`src/rtl/pic16f84_pkg.sv`:
```
// Shared definitions for the Intel HEX dumper.
// Contents: FSM state enum, ASCII and record-type constants, the payload
// struct handed to the byte transmitter, and a nibble-to-ASCII helper.
package pic16f84_pkg;

  typedef enum logic [3:0] {
    ST_IDLE,
    ST_FETCH,
    ST_HDR,
    ST_DATA,
    ST_CSUM,
    ST_CR,
    ST_LF,
    ST_EOFREC,
    ST_DONE
  } state_e;

  localparam logic [7:0] ASCII_COLON = 8'h3A;
  localparam logic [7:0] ASCII_CR    = 8'h0D;
  localparam logic [7:0] ASCII_LF    = 8'h0A;

  localparam logic [7:0] REC_DATA = 8'h00;
  localparam logic [7:0] REC_EOF  = 8'h01;

  // raw=1: send data as one literal character; raw=0: send it as two hex digits
  typedef struct packed {
    logic       raw;
    logic [7:0] data;
  } tx_byte_t;

  // 4-bit value to uppercase ASCII hex digit
  function automatic logic [7:0] hex_ascii(input logic [3:0] nib);
    return (nib < 4'd10) ? (8'h30 + 8'(nib)) : (8'h37 + 8'(nib));
  endfunction

endpackage

```
`src/rtl/pic16f84_hex_dump_if.sv`:
```
// Memory read port and byte-wide transmit handshake used by the HEX dumper.
// master: the dumper (drives mem_addr, tx_data, tx_valid).
// slave:  program memory plus character sink (drives mem_rdata, tx_ready).
interface pic16f84_hex_dump_if #(
  parameter int unsigned ADDR_W = 10
) ();

  logic [ADDR_W-1:0] mem_addr;
  logic [13:0]       mem_rdata;
  logic [7:0]        tx_data;
  logic              tx_valid;
  logic              tx_ready;

  modport master (
    output mem_addr,
    output tx_data,
    output tx_valid,
    input  mem_rdata,
    input  tx_ready
  );

  modport slave (
    input  mem_addr,
    input  tx_data,
    input  tx_valid,
    output mem_rdata,
    output tx_ready
  );

endinterface

```
`src/rtl/pic16f84_hex_byte_tx.sv`:
```
// Byte-to-character transmitter for the HEX dumper.
// Accepts one byte per in_valid & in_ready_c and sends it either as a single
// literal character or as two uppercase hex digits, high nibble first.
// Ports: clk, rst (sync, active high); in_valid/in_byte/in_ready_c byte
// request side; tx_data/tx_valid/tx_ready character handshake side.
module pic16f84_hex_byte_tx
  import pic16f84_pkg::*;
(
  input  logic       clk,
  input  logic       rst,
  input  logic       in_valid,
  input  tx_byte_t   in_byte,
  output logic       in_ready_c,
  output logic [7:0] tx_data,
  output logic       tx_valid,
  input  logic       tx_ready
);

  logic       pend;
  logic [3:0] pend_lo;

  // A new byte can be loaded once no low nibble is waiting and the output
  // register is empty or being drained this cycle; keeps characters back to back.
  assign in_ready_c = !pend && (!tx_valid || tx_ready);

  // Output register; tx_data is only rewritten when empty or just accepted
  always_ff @(posedge clk) begin
    if (rst) begin
      tx_data  <= 8'h00;
      tx_valid <= 1'b0;
      pend     <= 1'b0;
      pend_lo  <= 4'h0;
    end else if (in_valid && in_ready_c) begin
      tx_valid <= 1'b1;
      pend_lo  <= in_byte.data[3:0];
      if (in_byte.raw) begin
        tx_data <= in_byte.data;
        pend    <= 1'b0;
      end else begin
        tx_data <= hex_ascii(in_byte.data[7:4]);
        pend    <= 1'b1;
      end
    end else if (tx_valid && tx_ready) begin
      if (pend) begin
        tx_data <= hex_ascii(pend_lo);
        pend    <= 1'b0;
      end else begin
        tx_valid <= 1'b0;
      end
    end
  end

endmodule

```
`src/rtl/pic16f84_hex_dump.sv`:
```
// Dumps a range of program-memory words as an Intel HEX character stream.
// Ports: clk, rst (sync, active high); start/start_addr/word_count request;
// busy/done status; bus (master) carries the memory read port and the
// character transmit handshake.
module pic16f84_hex_dump
  import pic16f84_pkg::*;
#(
  parameter int unsigned ADDR_W        = 10,
  parameter int unsigned MEM_DEPTH     = 1024,
  parameter int unsigned WORDS_PER_REC = 8
) (
  input  logic              clk,
  input  logic              rst,
  input  logic              start,
  input  logic [ADDR_W-1:0] start_addr,
  input  logic [ADDR_W:0]   word_count,
  output logic              busy,
  output logic              done,
  pic16f84_hex_dump_if.master bus
);

  localparam int unsigned CNT_W = ADDR_W + 1;

  state_e           state, state_nxt;
  logic [2:0]       idx;
  logic             hi_phase;
  logic [7:0]       hi_q;
  logic [13:0]      word_q;
  logic [1:0]       rd_pipe;
  logic [CNT_W-1:0] rem;
  logic [6:0]       rec_words;
  logic [7:0]       rec_ll;
  logic [7:0]       csum;

  logic             in_valid_c;
  logic             in_ready_c;
  tx_byte_t         in_byte_c;
  logic             accept_c;
  logic [15:0]      aaaa_c;
  logic [CNT_W-1:0] until_wrap_c;
  logic [CNT_W-1:0] n_c;

  assign accept_c     = in_valid_c && in_ready_c;
  assign aaaa_c       = 16'({bus.mem_addr, 1'b0});
  assign until_wrap_c = CNT_W'(MEM_DEPTH) - CNT_W'(bus.mem_addr);

  // Words in the next record: limited by remaining count, record size and wrap
  always_comb begin
    n_c = rem;
    if (n_c > CNT_W'(WORDS_PER_REC)) n_c = CNT_W'(WORDS_PER_REC);
    if (n_c > until_wrap_c)          n_c = until_wrap_c;
  end

  // State register
  always_ff @(posedge clk) begin
    if (rst) state <= ST_IDLE;
    else     state <= state_nxt;
  end

  // Next-state logic
  always_comb begin
    state_nxt = state;
    case (state)
      ST_IDLE:   if (start) state_nxt = (word_count == '0) ? ST_EOFREC : ST_FETCH;
      ST_FETCH:  state_nxt = ST_HDR;
      ST_HDR:    if (accept_c && idx == 3'd4) state_nxt = ST_DATA;
      ST_DATA:   if (accept_c && hi_phase && rec_words == 7'd1) state_nxt = ST_CSUM;
      ST_CSUM:   if (accept_c) state_nxt = ST_CR;
      ST_CR:     if (accept_c) state_nxt = ST_LF;
      ST_LF:     if (accept_c) state_nxt = (rem != '0) ? ST_FETCH : ST_EOFREC;
      ST_EOFREC: if (accept_c && idx == 3'd7) state_nxt = ST_DONE;
      ST_DONE:   if (bus.tx_valid && bus.tx_ready) state_nxt = ST_IDLE;
      default:   state_nxt = ST_IDLE;
    endcase
  end

  // Byte request to the transmitter for the current field
  always_comb begin
    in_valid_c     = 1'b0;
    in_byte_c.raw  = 1'b0;
    in_byte_c.data = 8'h00;
    case (state)
      ST_HDR: begin
        in_valid_c = 1'b1;
        case (idx)
          3'd0:    begin in_byte_c.raw = 1'b1; in_byte_c.data = ASCII_COLON; end
          3'd1:    in_byte_c.data = rec_ll;
          3'd2:    in_byte_c.data = aaaa_c[15:8];
          3'd3:    in_byte_c.data = aaaa_c[7:0];
          default: in_byte_c.data = REC_DATA;
        endcase
      end
      ST_DATA: begin
        // low byte waits until the fetched word has landed in word_q
        in_valid_c     = hi_phase || (rd_pipe == 2'b00);
        in_byte_c.data = hi_phase ? hi_q : word_q[7:0];
      end
      ST_CSUM: begin
        in_valid_c     = 1'b1;
        in_byte_c.data = 8'h00 - csum;
      end
      ST_CR: begin
        in_valid_c     = 1'b1;
        in_byte_c.raw  = 1'b1;
        in_byte_c.data = ASCII_CR;
      end
      ST_LF: begin
        in_valid_c     = 1'b1;
        in_byte_c.raw  = 1'b1;
        in_byte_c.data = ASCII_LF;
      end
      ST_EOFREC: begin
        in_valid_c = 1'b1;
        case (idx)
          3'd0:    begin in_byte_c.raw = 1'b1; in_byte_c.data = ASCII_COLON; end
          3'd4:    in_byte_c.data = REC_EOF;
          3'd5:    in_byte_c.data = 8'hFF;
          3'd6:    begin in_byte_c.raw = 1'b1; in_byte_c.data = ASCII_CR; end
          3'd7:    begin in_byte_c.raw = 1'b1; in_byte_c.data = ASCII_LF; end
          default: in_byte_c.data = 8'h00;
        endcase
      end
      default: ;
    endcase
  end

  // Datapath: addresses, counters, checksum, fetch pipeline, status
  always_ff @(posedge clk) begin
    if (rst) begin
      bus.mem_addr <= '0;
      idx          <= 3'd0;
      hi_phase     <= 1'b0;
      hi_q         <= 8'h00;
      word_q       <= 14'h0;
      rd_pipe      <= 2'b00;
      rem          <= '0;
      rec_words    <= 7'd0;
      rec_ll       <= 8'h00;
      csum         <= 8'h00;
      busy         <= 1'b0;
      done         <= 1'b0;
    end else begin
      done    <= 1'b0;
      // address presented in one cycle, data captured at the end of the next
      rd_pipe <= {rd_pipe[0], 1'b0};
      if (rd_pipe[1]) word_q <= bus.mem_rdata;

      if (state != state_nxt) idx <= 3'd0;
      else if (accept_c)      idx <= idx + 3'd1;

      case (state)
        ST_IDLE: begin
          if (start) begin
            bus.mem_addr <= start_addr;
            rem          <= word_count;
            busy         <= 1'b1;
            if (word_count != '0) rd_pipe <= 2'b01;
          end
        end
        ST_FETCH: begin
          rec_words <= 7'(n_c);
          rec_ll    <= {7'(n_c), 1'b0};
        end
        ST_HDR: begin
          if (accept_c) csum <= (idx == 3'd0) ? 8'h00 : csum + in_byte_c.data;
        end
        ST_DATA: begin
          if (accept_c) begin
            csum <= csum + in_byte_c.data;
            if (!hi_phase) begin
              hi_q     <= {2'b00, word_q[13:8]};
              hi_phase <= 1'b1;
              rem      <= rem - CNT_W'(1);
              // prefetch the following word while this one is still being sent
              if (rem > CNT_W'(1)) begin
                bus.mem_addr <= bus.mem_addr + ADDR_W'(1);
                rd_pipe      <= 2'b01;
              end
            end else begin
              hi_phase  <= 1'b0;
              rec_words <= rec_words - 7'd1;
            end
          end
        end
        ST_DONE: begin
          if (bus.tx_valid && bus.tx_ready) begin
            busy <= 1'b0;
            done <= 1'b1;
          end
        end
        default: ;
      endcase
    end
  end

  pic16f84_hex_byte_tx u_byte_tx (
    .clk        (clk),
    .rst        (rst),
    .in_valid   (in_valid_c),
    .in_byte    (in_byte_c),
    .in_ready_c (in_ready_c),
    .tx_data    (bus.tx_data),
    .tx_valid   (bus.tx_valid),
    .tx_ready   (bus.tx_ready)
  );

endmodule

```
`src/flat_wrapper.sv`:
```
// flat-port wrapper written by rule: the top's interface ports become plain ports
module pic16f84_hex_dump_flat import pic16f84_pkg::*;
#(
  parameter int unsigned ADDR_W        = 10,
  parameter int unsigned MEM_DEPTH     = 1024,
  parameter int unsigned WORDS_PER_REC = 8
)
  (clk, rst, start, start_addr, word_count, busy, done, bus_mem_addr, bus_tx_data, bus_tx_valid, bus_mem_rdata, bus_tx_ready);
  pic16f84_hex_dump_if #(.ADDR_W(ADDR_W)) bus_i ();
  input  logic clk;
  input  logic rst;
  input  logic start;
  input  logic [ADDR_W-1:0] start_addr;
  input  logic [ADDR_W:0] word_count;
  output logic busy;
  output logic done;
  output wire logic [$bits(bus_i.mem_addr)-1:0] bus_mem_addr;
  output wire logic [$bits(bus_i.tx_data)-1:0] bus_tx_data;
  output wire logic [$bits(bus_i.tx_valid)-1:0] bus_tx_valid;
  input wire logic [$bits(bus_i.mem_rdata)-1:0] bus_mem_rdata;
  input wire logic [$bits(bus_i.tx_ready)-1:0] bus_tx_ready;
  assign bus_mem_addr = bus_i.mem_addr;
  assign bus_tx_data = bus_i.tx_data;
  assign bus_tx_valid = bus_i.tx_valid;
  assign bus_i.mem_rdata = bus_mem_rdata;
  assign bus_i.tx_ready = bus_tx_ready;
  pic16f84_hex_dump #(.ADDR_W(ADDR_W), .MEM_DEPTH(MEM_DEPTH), .WORDS_PER_REC(WORDS_PER_REC)) u_core (.clk(clk), .rst(rst), .start(start), .start_addr(start_addr), .word_count(word_count), .busy(busy), .done(done), .bus(bus_i));
endmodule
```
`config.mk`:
```
export PLATFORM = sky130hd
export DESIGN_NAME = pic16f84_hex_dump_flat
export DESIGN_NICKNAME = d
export VERILOG_FILES = /design/src/rtl/pic16f84_pkg.sv /design/src/rtl/pic16f84_hex_dump_if.sv /design/src/rtl/pic16f84_hex_byte_tx.sv /design/src/rtl/pic16f84_hex_dump.sv /design/src/flat_wrapper.sv
export SDC_FILE = /design/constraint.sdc
export NUM_CORES = 1
export LEC_CHECK = 0
export ABC_AREA = 1
export CORE_ASPECT_RATIO = 1.2
export CORE_MARGIN = 4
export CORE_UTILIZATION = 53
export CTS_CLUSTER_SIZE = 24
export DETAILED_ROUTE_END_ITERATION = 10
export PLACE_DENSITY = 0.81
export SYNTH_ARGS = -nofsm -noshare
export SYNTH_HDL_FRONTEND = slang
export SYNTH_HIERARCHICAL = 1
export SYNTH_SLANG_ARGS = --single-unit
```
`constraint.sdc`:
```
create_clock -name clk -period 2.7 [get_ports clk]
set_input_delay 0.54 -clock clk [delete_from_list [all_inputs] [get_ports clk]]
set_output_delay 0.54 -clock clk [all_outputs]
set_load 0.01 [all_outputs]
```
==> flow_summary.toml, run 1 <==
[status]
status = "completed"

[synth]
synth_edf_count = 0
yosys_warnings = 6
synth_area_leaders = "dfxtp_1 (30%), nand2_1 (12%), o21ai_0 (7.4%)"
ys_ff_latch = 89
netlist.area_leader.share = 0.295
ys_types = 47
async_flop_share = 0
post-synth-top-area-cell = "dfxtp_1"
ys.flop_type = "dfxtp_1"
syn-instance-count = 936
ys_seq_area_frac = 0.295
avgSynthCellArea_um2 = 6.45
synth_area_um2 = 6030

[global_route]
grt_pass1_wl_um = 27700
grt_use_total = 0.254
grt_max_degree = 38
grt_overflow = 0
antenna_found_initial = 0
grt_pass1_vias = 6112

[floorplan]
die_w_um = 105
num_rows = 42
core-area_um2 = 11100
dieArea_um2 = 13200
start_util = 0.544
ios = 60
die_y_um = 125

[routing]
routed_wl_um = 17800
postRouteAntennaNets = 0
wl_per_cell_um = 14.8
routed_via_density = 5.52
vias = 6641
firstDrtPassIters = 6
drc = 0
drt_iter0_markers = 536

[final_layout]
nFillCells = 924
final_layout_size_suffix_gt1_frac = 0.178
nets = 1119
fin_area_um2 = 7820
final_cell_mix = "nand2_1 (196), nor2_1 (107), inv_1 (100), o21ai_0 (84), dfxtp_1 (81)"
areaGrowthSynthToFinish_pct = 29.7
fin_util = 0.705
final_common_cell = "nand2_1"
antenna_cells = 0

[min_path]
hp-class = "reg -> reg"

[job]
cap_violations = 0

[timing]
min_period_ns = 2.70
post-route-period-util = 0.999
worst_clock_skew_ns = 0.00666
rsz0062_at_grt = "yes"
finalHoldViolations = 0
fin_ws_ns = 0.00277
finalSetupViolCount = 0
slew_violations = 0
holdWs_ns = 0.471
fmax_ghz = 0.371

[setup_path]
crit_top_cell = "inv_1"
cpMaxStageDelayCell = "a221oi_2"
cpLargestDelayFamily = "compound AO/OA/AOI/OAI gates"
critPathMaxStageDelay_ns = 0.46
critPathMaxFanout = 3
cp.arrival_ns = 2.99
critPathKind = "reg -> reg"
cp_cell_sequence = "inv_1 -> ha_1 -> a221oi_2 -> o2111ai_4 -> fa_2 -> nand3_2 -> nand2_2 -> inv_2 -> o21ai_1 -> a21oi_2 -> inv_1 -> nand2_1 -> nand3_1 -> a21oi_1"
worstSetupEndpointType = "flop"
worstPathRequired_ns = 2.99
critPathLaunchType = "flop"
critical_path_buf_inv_count = 3

[clock_network]
tritoncts = "done"
cts_max_level = 3
clock_path_buffers = 2
cts_made_buffers = 9
root_buffer = "clkbuf_16"
clkTransAtPathRegs_ns = 0.07
cts.sink_count = 89
insertion_delay_ns = 0.35

[power_and_ir_drop]
p_leak_nw = 3.54
pwr_density_cell_nw_per_um2 = 552
total_power_mw = 4.32
ir_drop_uv = 332

[placement]
gp_congestion = 0.958
place_area_um2 = 7120
hpwl_um = 12700
numPortBuffers = 59
dp_slack_ns = -0.117
-- sequential cells by signal, summed over array words and instances, names as in the netlist --
signal / flops
u_core/word_q: 14
u_core/rem: 11
u_core/bus.mem_addr: 10
u_core/csum: 8
u_core/u_byte_tx/tx_data: 8
u_core/rec_ll: 7
u_core/rec_words: 7
u_core/hi_q: 6
u_core/state: 4
u_core/u_byte_tx/pend_lo: 4
u_core/idx: 3
u_core/rd_pipe: 2
u_core/busy: 1
u_core/done: 1
u_core/hi_phase: 1
u_core/u_byte_tx/pend: 1
u_core/u_byte_tx/tx_valid: 1
-- power by group --
part	total [mW]	internal [mW]	switching, mW
clock	1.24	0.663	0.575
sequential	1.54	1.43	0.109
combinational	1.54	0.651	0.891
-- layout make-up --
| type | instances | area, um2 | share of cell area |
|---|---|---|---|
| repair buffers | 119 | 1060 | 0.135 |
| inverters | 122 | 460 | 0.0589 |
| clock buffers | 10 | 239 | 0.0306 |
| clock inverters | 6 | 50.0 | 0.00640 |
| flip-flops and latches | 89 | 1800 | 0.230 |
| multi-input cells | 704 | 4020 | 0.514 |
| well taps | 154 | 193 | 0.0246 |
-- cells by family (layout without fill, tap and decap cells) --
family,count (synthesis),in the layout,synth area share
AND/OR/NAND/NOR,428,428,0.306
XOR/XNOR,17,17,0.0247
AO/OA/AOI/OAI,217,217,0.201
flip-flops,89,89,0.295
other,1,7,0.000622
adder cells (fa/ha/maj),35,35,0.0738
buffers and inverters,149,257,0.0981
-- per-stage QoR --
stage	cells	TNS [ns]
after CTS	1200	0
final	1204	0
after global routing	1204	-1.22
after floorplan	942	0
after detailed placement	1181	-0.192
after global placement	1181	-0.0368
-- synth_stat cells, types with 3 or more instances --
| master | count |
|---|---|
| xor2_1 | 15 |
| ha_1 | 34 |
| or2_2 | 4 |
| inv_2 | 11 |
| nor2_2 | 3 |
| dfxtp_1 | 89 |
| buf_1 | 3 |
| clkbuf_1 | 14 |
| nor2_1 | 113 |
| o211ai_1 | 3 |
| o21ai_2 | 3 |
| nand2_2 | 6 |
| a221oi_1 | 4 |
| o21ai_1 | 10 |
| a21oi_1 | 73 |
| a21o_1 | 3 |
| nand3_1 | 64 |
| nand4_1 | 11 |
| nor3_1 | 13 |
| inv_1 | 110 |
| o21ai_0 | 89 |
| nand2_1 | 200 |
| buf_2 | 6 |
| nand3b_1 | 6 |
| a21oi_2 | 4 |
| a31oi_1 | 14 |
| o2111ai_1 | 3 |
-- metal layers --
layer	share of wire	GRT usage	wire (um)	vias to the layer above
met5	0	0	0	-
met4	0.035	0.0965	628	0
met3	0.053	0.0399	938	68
met2	0.52	0.460	9230	225
met1	0.39	0.296	7000	3040
li1	-	-	-	3308
-- tightest hold or removal path, stage by stage, from the launching register on --
cell and delay (ns):
dfxtp_1 0.31, nand2_1 0.06, a21oi_1 0.05
-- final timing paths --
check | start | end | slack (ns) | cells past startpoint
worst max-delay path | u_core/csum[0] | u_core/csum[6] | 0.003 | 14
worst min-delay path | u_core/u_byte_tx/tx_data[7] | u_core/u_byte_tx/tx_data[7] | 0.47 | 2
worst max register to register | u_core/csum[0] | u_core/csum[6] | 0.003 | 14
worst min register to register | u_core/u_byte_tx/tx_data[7] | u_core/u_byte_tx/tx_data[7] | 0.47 | 2
-- what timing repair did --
item,in CTS,in global routing
setup endpoints to repair,3,22
hold buffers,0,0
setup buffers,3,4
pin swaps,5,21
gates resized for setup,12,83
No activity file was read; power rests on OpenSTA's default activity.
==> run 2, diff against run 1 <==
==> constraint.sdc (replaced) <==
create_clock -name clk -period 2.7 [get_ports clk]
set_input_delay 0.405 -clock clk [delete_from_list [all_inputs] [get_ports clk]]
set_output_delay 0.405 -clock clk [all_outputs]
set_load 0.01 [all_outputs]
==> flow_summary.toml, run 2 (synthesis results as in run 1) <==
[clock_network]
cts_max_level = 3
insertion_delay_ns = 0.34
cts.sink_count = 89
cts_made_buffers = 9
clock_path_buffers = 2
clkTransAtPathRegs_ns = 0.07
root_buffer = "clkbuf_16"
tritoncts = "done"
cts-hold-fix-buffers = 0

[routing]
routed_wl_um = 17600
firstDrtPassIters = 8
drc = 0
routed_via_density = 5.47
postRouteAntennaNets = 0
wl_per_cell_um = 14.6
vias = 6608
drt_iter0_markers = 566

[setup_path]
r2r-end = "u_core/csum[6]"
worstPathRequired_ns = 2.97
worstSetupEndpointType = "flop"
reg2reg_depth = 16
critPathLaunchType = "flop"
reg2reg_slack_ns = 0.05
r2r-start = "u_core/idx[2]"
critPathMaxFanout = 6
cp.arrival_ns = 2.93
critPathKind = "reg -> reg"

[placement]
gp_congestion = 0.955
numPortBuffers = 59
dp.cells = 1179
place_area_um2 = 7090
hpwl_um = 12500

[final_layout]
final_cell_mix = "nand2_1 (198), nor2_1 (108), inv_1 (101), o21ai_0 (84), dfxtp_1 (81)"
nets = 1122
fin_area_um2 = 7770
fin_cells = 1207
biggestRegsByFlops = "u_core/word_q (14), u_core/rem (11), u_core/bus.mem_addr (10)"
final_common_cell = "nand2_1"
largest_register = "u_core/word_q"
antenna_cells = 0
final_layout_size_suffix_gt1_frac = 0.171
nFillCells = 895
largest_reg_flops = 14
areaGrowthSynthToFinish_pct = 28.7

[timing]
min_period_ns = 2.65
post-route-period-util = 0.983
finalHoldViolations = 0
tightest_slew_ns = 0.487
finalSetupViolCount = 0
worst_clock_skew_ns = 0.00698
slew_violations = 0
rsz0062_at_grt = "yes"
fmax_ghz = 0.377
max_slew_margin = 0.672

[status]
status = "completed"

[floorplan]
core-area_um2 = 11100
num_rows = 42
ios = 60
die_y_um = 125
start_util = 0.544
dieArea_um2 = 13200
die_w_um = 105

[power_and_ir_drop]
p_leak_nw = 3.54
ir_drop_uv = 380
pwr_density_cell_nw_per_um2 = 555
total_power_mw = 4.31

[min_path]
hp-class = "reg -> reg"
holdPathStages = 2
whs_endpoint = "u_core/rd_pipe[1]"
min_from = "u_core/rd_pipe[0]"

[global_route]
grt_max_degree = 38
antenna_found_initial = 0
grt_use_total = 0.255
grt_overflow = 0
grt_pass1_wl_um = 27900
grt_pass1_vias = 6119

[job]
cap_violations = 0
## run 2: changes by cell type in the layout (fill, tap and decap cells not counted), moves of 2 or more
cell | previous run | this run
dfxtp_2 | 5 | 8
nand3_2 | 9 | 5
o2111ai_2 | 0 | 2
nor2_4 | 6 | 4
nand3_1 | 55 | 59
nand2_1 | 196 | 198
o21ai_1 | 12 | 14
o21ai_2 | 6 | 4
buf_4 | 58 | 63
dfxtp_4 | 3 | 0
nand2_2 | 10 | 8
## run 2: worst max path at each step
stage | from | endpoint
floorplan | u_core/idx[2] | u_core/csum[6]
global placement | u_core/state[2] | u_core/csum[6]
detailed placement | u_core/idx[1] | u_core/csum[5]
CTS | u_core/idx[0] | u_core/csum[7]
global route | u_core/idx[0] | u_core/csum[7]
finish | u_core/idx[2] | u_core/csum[6]
## run 2: repair_timing
| item | 4_1_cts | 5_1_grt |
|---|---|---|
| setup endpoints to repair | 4 | 24 |
| gates cloned | 0 | 0 |
| buffers inserted | 3 | 9 |
| endpoints found under the hold margin | 0 | 0 |
| gates resized for setup | 11 | 66 |
| pin swaps | 5 | 18 |
## run 2: cell type report
type                       count  area, um2  area share
clock buffer                  10        229      0.0295
timing repair buffer         122       1060       0.137
sequential                    89       1790       0.231
clock inverter                 6       73.8     0.00950
multi-input combinational    704       3960       0.509
tap                          154        193      0.0248
inverter                     122        460      0.0593
## run 2: worst max-delay path, stage by stage, from the launching register on
cell       delay (ns)
dfxtp_2          0.42
inv_1            0.12
ha_4             0.20
inv_2            0.09
o22ai_2          0.09
a211oi_2         0.32
o2111ai_4        0.22
fa_2             0.44
nand3_2          0.08
nand2_2          0.07
inv_2            0.06
o21ai_1          0.06
a21oi_2          0.13
inv_1            0.05
nand2_1          0.05
nand3_1          0.06
a21oi_1          0.14
## run 2: report_power, final
group | switching [mW] | internal [mW]
Combinational | 0.869 | 0.616
Clock | 0.555 | 0.731
Sequential | 0.108 | 1.43
Total | 1.53 | 2.78
## run 2: stage by stage
stage	util	TNS [ns]	setup slack [ns]	hold slack, ns
floorplan	-	0	0.107	0.424
global placement	0.639	0	0.00434	0.455
detailed placement	0.639	-0.189	-0.0802	0.463
CTS	0.673	0	0.00372	0.476
global route	0.701	-0.513	-0.103	0.498
finish	0.701	0	0.0453	0.472
## run 2: per-layer routing
metal / routed length, um / up-vias / global-route usage / share of wire
met5: 0 / - / 0 / 0
met1: 7210 / 2994 / 0.302 / 0.41
met2: 8950 / 250 / 0.455 / 0.51
met4: 598 / 0 / 0.107 / 0.034
li1: - / 3304 / - / -
met3: 863 / 60 / 0.0378 / 0.049
==> run 3, diff against run 2 <==
Settings changed: SETUP_SLACK_MARGIN from default to 0.2.
==> flow_summary.toml, run 3 (synthesis results as in run 1) <==
[final_layout]
biggestRegsByFlops = "u_core/word_q (14), u_core/rem (11), u_core/bus.mem_addr (10)"
fin_area_um2 = 8100
areaGrowthSynthToFinish_pct = 34.2
nets = 1128
final_cell_mix = "nand2_1 (185), nor2_1 (104), inv_1 (97), o21ai_0 (82), dfxtp_1 (81)"
final_common_cell = "nand2_1"
fin_cells = 1213
antenna_cells = 0
largest_reg_flops = 14
final_layout_size_suffix_gt1_frac = 0.207
largest_register = "u_core/word_q"

[timing]
post-route-period-util = 0.964
tightest_slew_ns = 0.564
slew_violations = 0
fin_tns_setup_ns = 0
min_period_ns = 2.60
rsz0062_at_grt = "yes"
holdWs_ns = 0.468
finalHoldViolations = 0
worst_clock_skew_ns = 0.00735
finalSetupViolCount = 0
fmax_ghz = 0.384
max_slew_margin = 0.621

[power_and_ir_drop]
power_frac_seq = 0.349
p_switching_mw = 1.63
intPower_mw = 2.83
ir_drop_uv = 359
total_power_mw = 4.46
sw_frac_of_total = 0.366
clkPwrFrac = 0.291
p_comb_frac = 0.360
p_leak_nw = 3.62
pwr_density_cell_nw_per_um2 = 550

[min_path]
holdPathStages = 2
min_from = "u_core/u_byte_tx/tx_data[7]"
hp-class = "reg -> reg"
whs_endpoint = "u_core/u_byte_tx/tx_data[7]"

[clock_network]
cts_max_level = 3
clkTransAtPathRegs_ns = 0.07
tritoncts = "done"
insertion_delay_ns = 0.34
clock_path_buffers = 2
root_buffer = "clkbuf_16"
cts_made_buffers = 9
cts.sink_count = 89

[placement]
gp_congestion = 0.974
numPortBuffers = 59
place_area_um2 = 7090
hpwl_um = 12400
dp.cells = 1175

[routing]
postRouteAntennaNets = 0
wl_per_cell_um = 15.5
vias = 6861
drc = 0
routed_via_density = 5.66
drt_iter0_markers = 626
routed_wl_um = 18800
firstDrtPassIters = 6

[setup_path]
r2r-end = "u_core/rec_ll[4]"
critPathMaxFanout = 6
worstSetupEndpointType = "flop"
critPathMaxStageDelay_ns = 0.37
critPathLaunchType = "flop"
worstPathRequired_ns = 2.93
critPathKind = "reg -> reg"
r2r-start = "u_core/bus.mem_addr[1]"
startpoint = "u_core/bus.mem_addr[1]"
cpMaxStageDelayCell = "dfxtp_4"
reg2reg_slack_ns = 0.1
cp.arrival_ns = 2.84
reg2reg_depth = 16
cp_cell_sequence = "nor3_4 -> nand3_2 -> nor3_4 -> buf_4 -> buf_4 -> xor2_1 -> ha_1 -> nand4_1 -> nor3_2 -> nand4_1 -> buf_6 -> nand2_8 -> nand2_2 -> nand2_1 -> a21o_1 -> inv_1"

[global_route]
grt_pass1_vias = 6345
antenna_found_initial = 0
grt_max_degree = 48
grt_pass1_wl_um = 28800
grt_overflow = 0
grt_use_total = 0.262

[floorplan]
num_rows = 42
core-area_um2 = 11100
dieArea_um2 = 13200
ios = 60
start_util = 0.544
die_w_um = 105
die_y_um = 125

[status]
status = "completed"

[job]
cap_violations = 0
run 3: changes by cell type in the layout (fill, tap and decap cells not counted), moves of 5 or more:
cell and change:
dfxtp_2 -5, dfxtp_4 +5, buf_6 +6, nand2_1 -13
nand2_2 +9, inv_4 +6
run 3: worst max-delay path by stage:
stage	endpoint	slack, ns	depth (start not counted)
global route	u_core/csum[6]	-0.06	17
CTS	u_core/csum[6]	0.18	16
floorplan	u_core/csum[6]	0.19	18
detailed placement	u_core/csum[6]	-0.01	16
finish	u_core/rec_ll[4]	0.1	16
global placement	u_core/csum[6]	0.02	16
run 3: repair_timing:
| action | 4_1_cts | 5_1_grt |
|---|---|---|
| pin swaps | 27 | 39 |
| gates resized for setup | 57 | 86 |
| setup endpoints to repair | 23 | 23 |
| gates cloned | 0 | 0 |
| buffers inserted | 10 | 12 |
| hold buffers | 0 | 0 |
run 3: worst max-delay path, delay by kind of cell (launching register included):
kind | cells | cell delay (ns)
xor gates and xnor gates | 1 | 0.14
adders and majority gates | 1 | 0.15
AOI/OAI and AO/OA | 1 | 0.12
and+or+nand+nor | 9 | 1.27
buffers and inverters | 4 | 0.45
DFF | 1 | 0.37
run 3: per-stage QoR:
step | utilization | setup slack, ns
2_1_floorplan | - | 0.188
3_3_place_gp | 0.639 | 0.0236
3_5_place_dp | 0.639 | -0.0149
4_1_cts | 0.694 | 0.178
5_1_grt | 0.730 | -0.0562
6_report | 0.730 | 0.0961
run 3: final cells by class:
type                       instances  area (um2)
clock inverter                     6        78.8
multi-input combinational        704        4180
fill                             839        2990
timing repair buffer             128        1130
tap                              154         193
inverter                         122         480
clock buffer                      10         229
sequential                        89        1800
run 3: metal layers:
| metal | share of wire | track usage |
|---|---|---|
| met5 | 0 | 0 |
| met4 | 0.055 | 0.140 |
| met3 | 0.068 | 0.0430 |
| met2 | 0.50 | 0.462 |
| met1 | 0.37 | 0.300 |
run 3: power by group through the flow:
stage	registers, mW	clock network [mW]	logic, mW
after floorplan	1.56	0	0.881
after CTS	1.54	1.32	1.39
final	1.56	1.30	1.61
after global placement	1.56	0	1.29
after global routing	1.57	1.38	1.77
after detailed placement	1.56	0	1.30
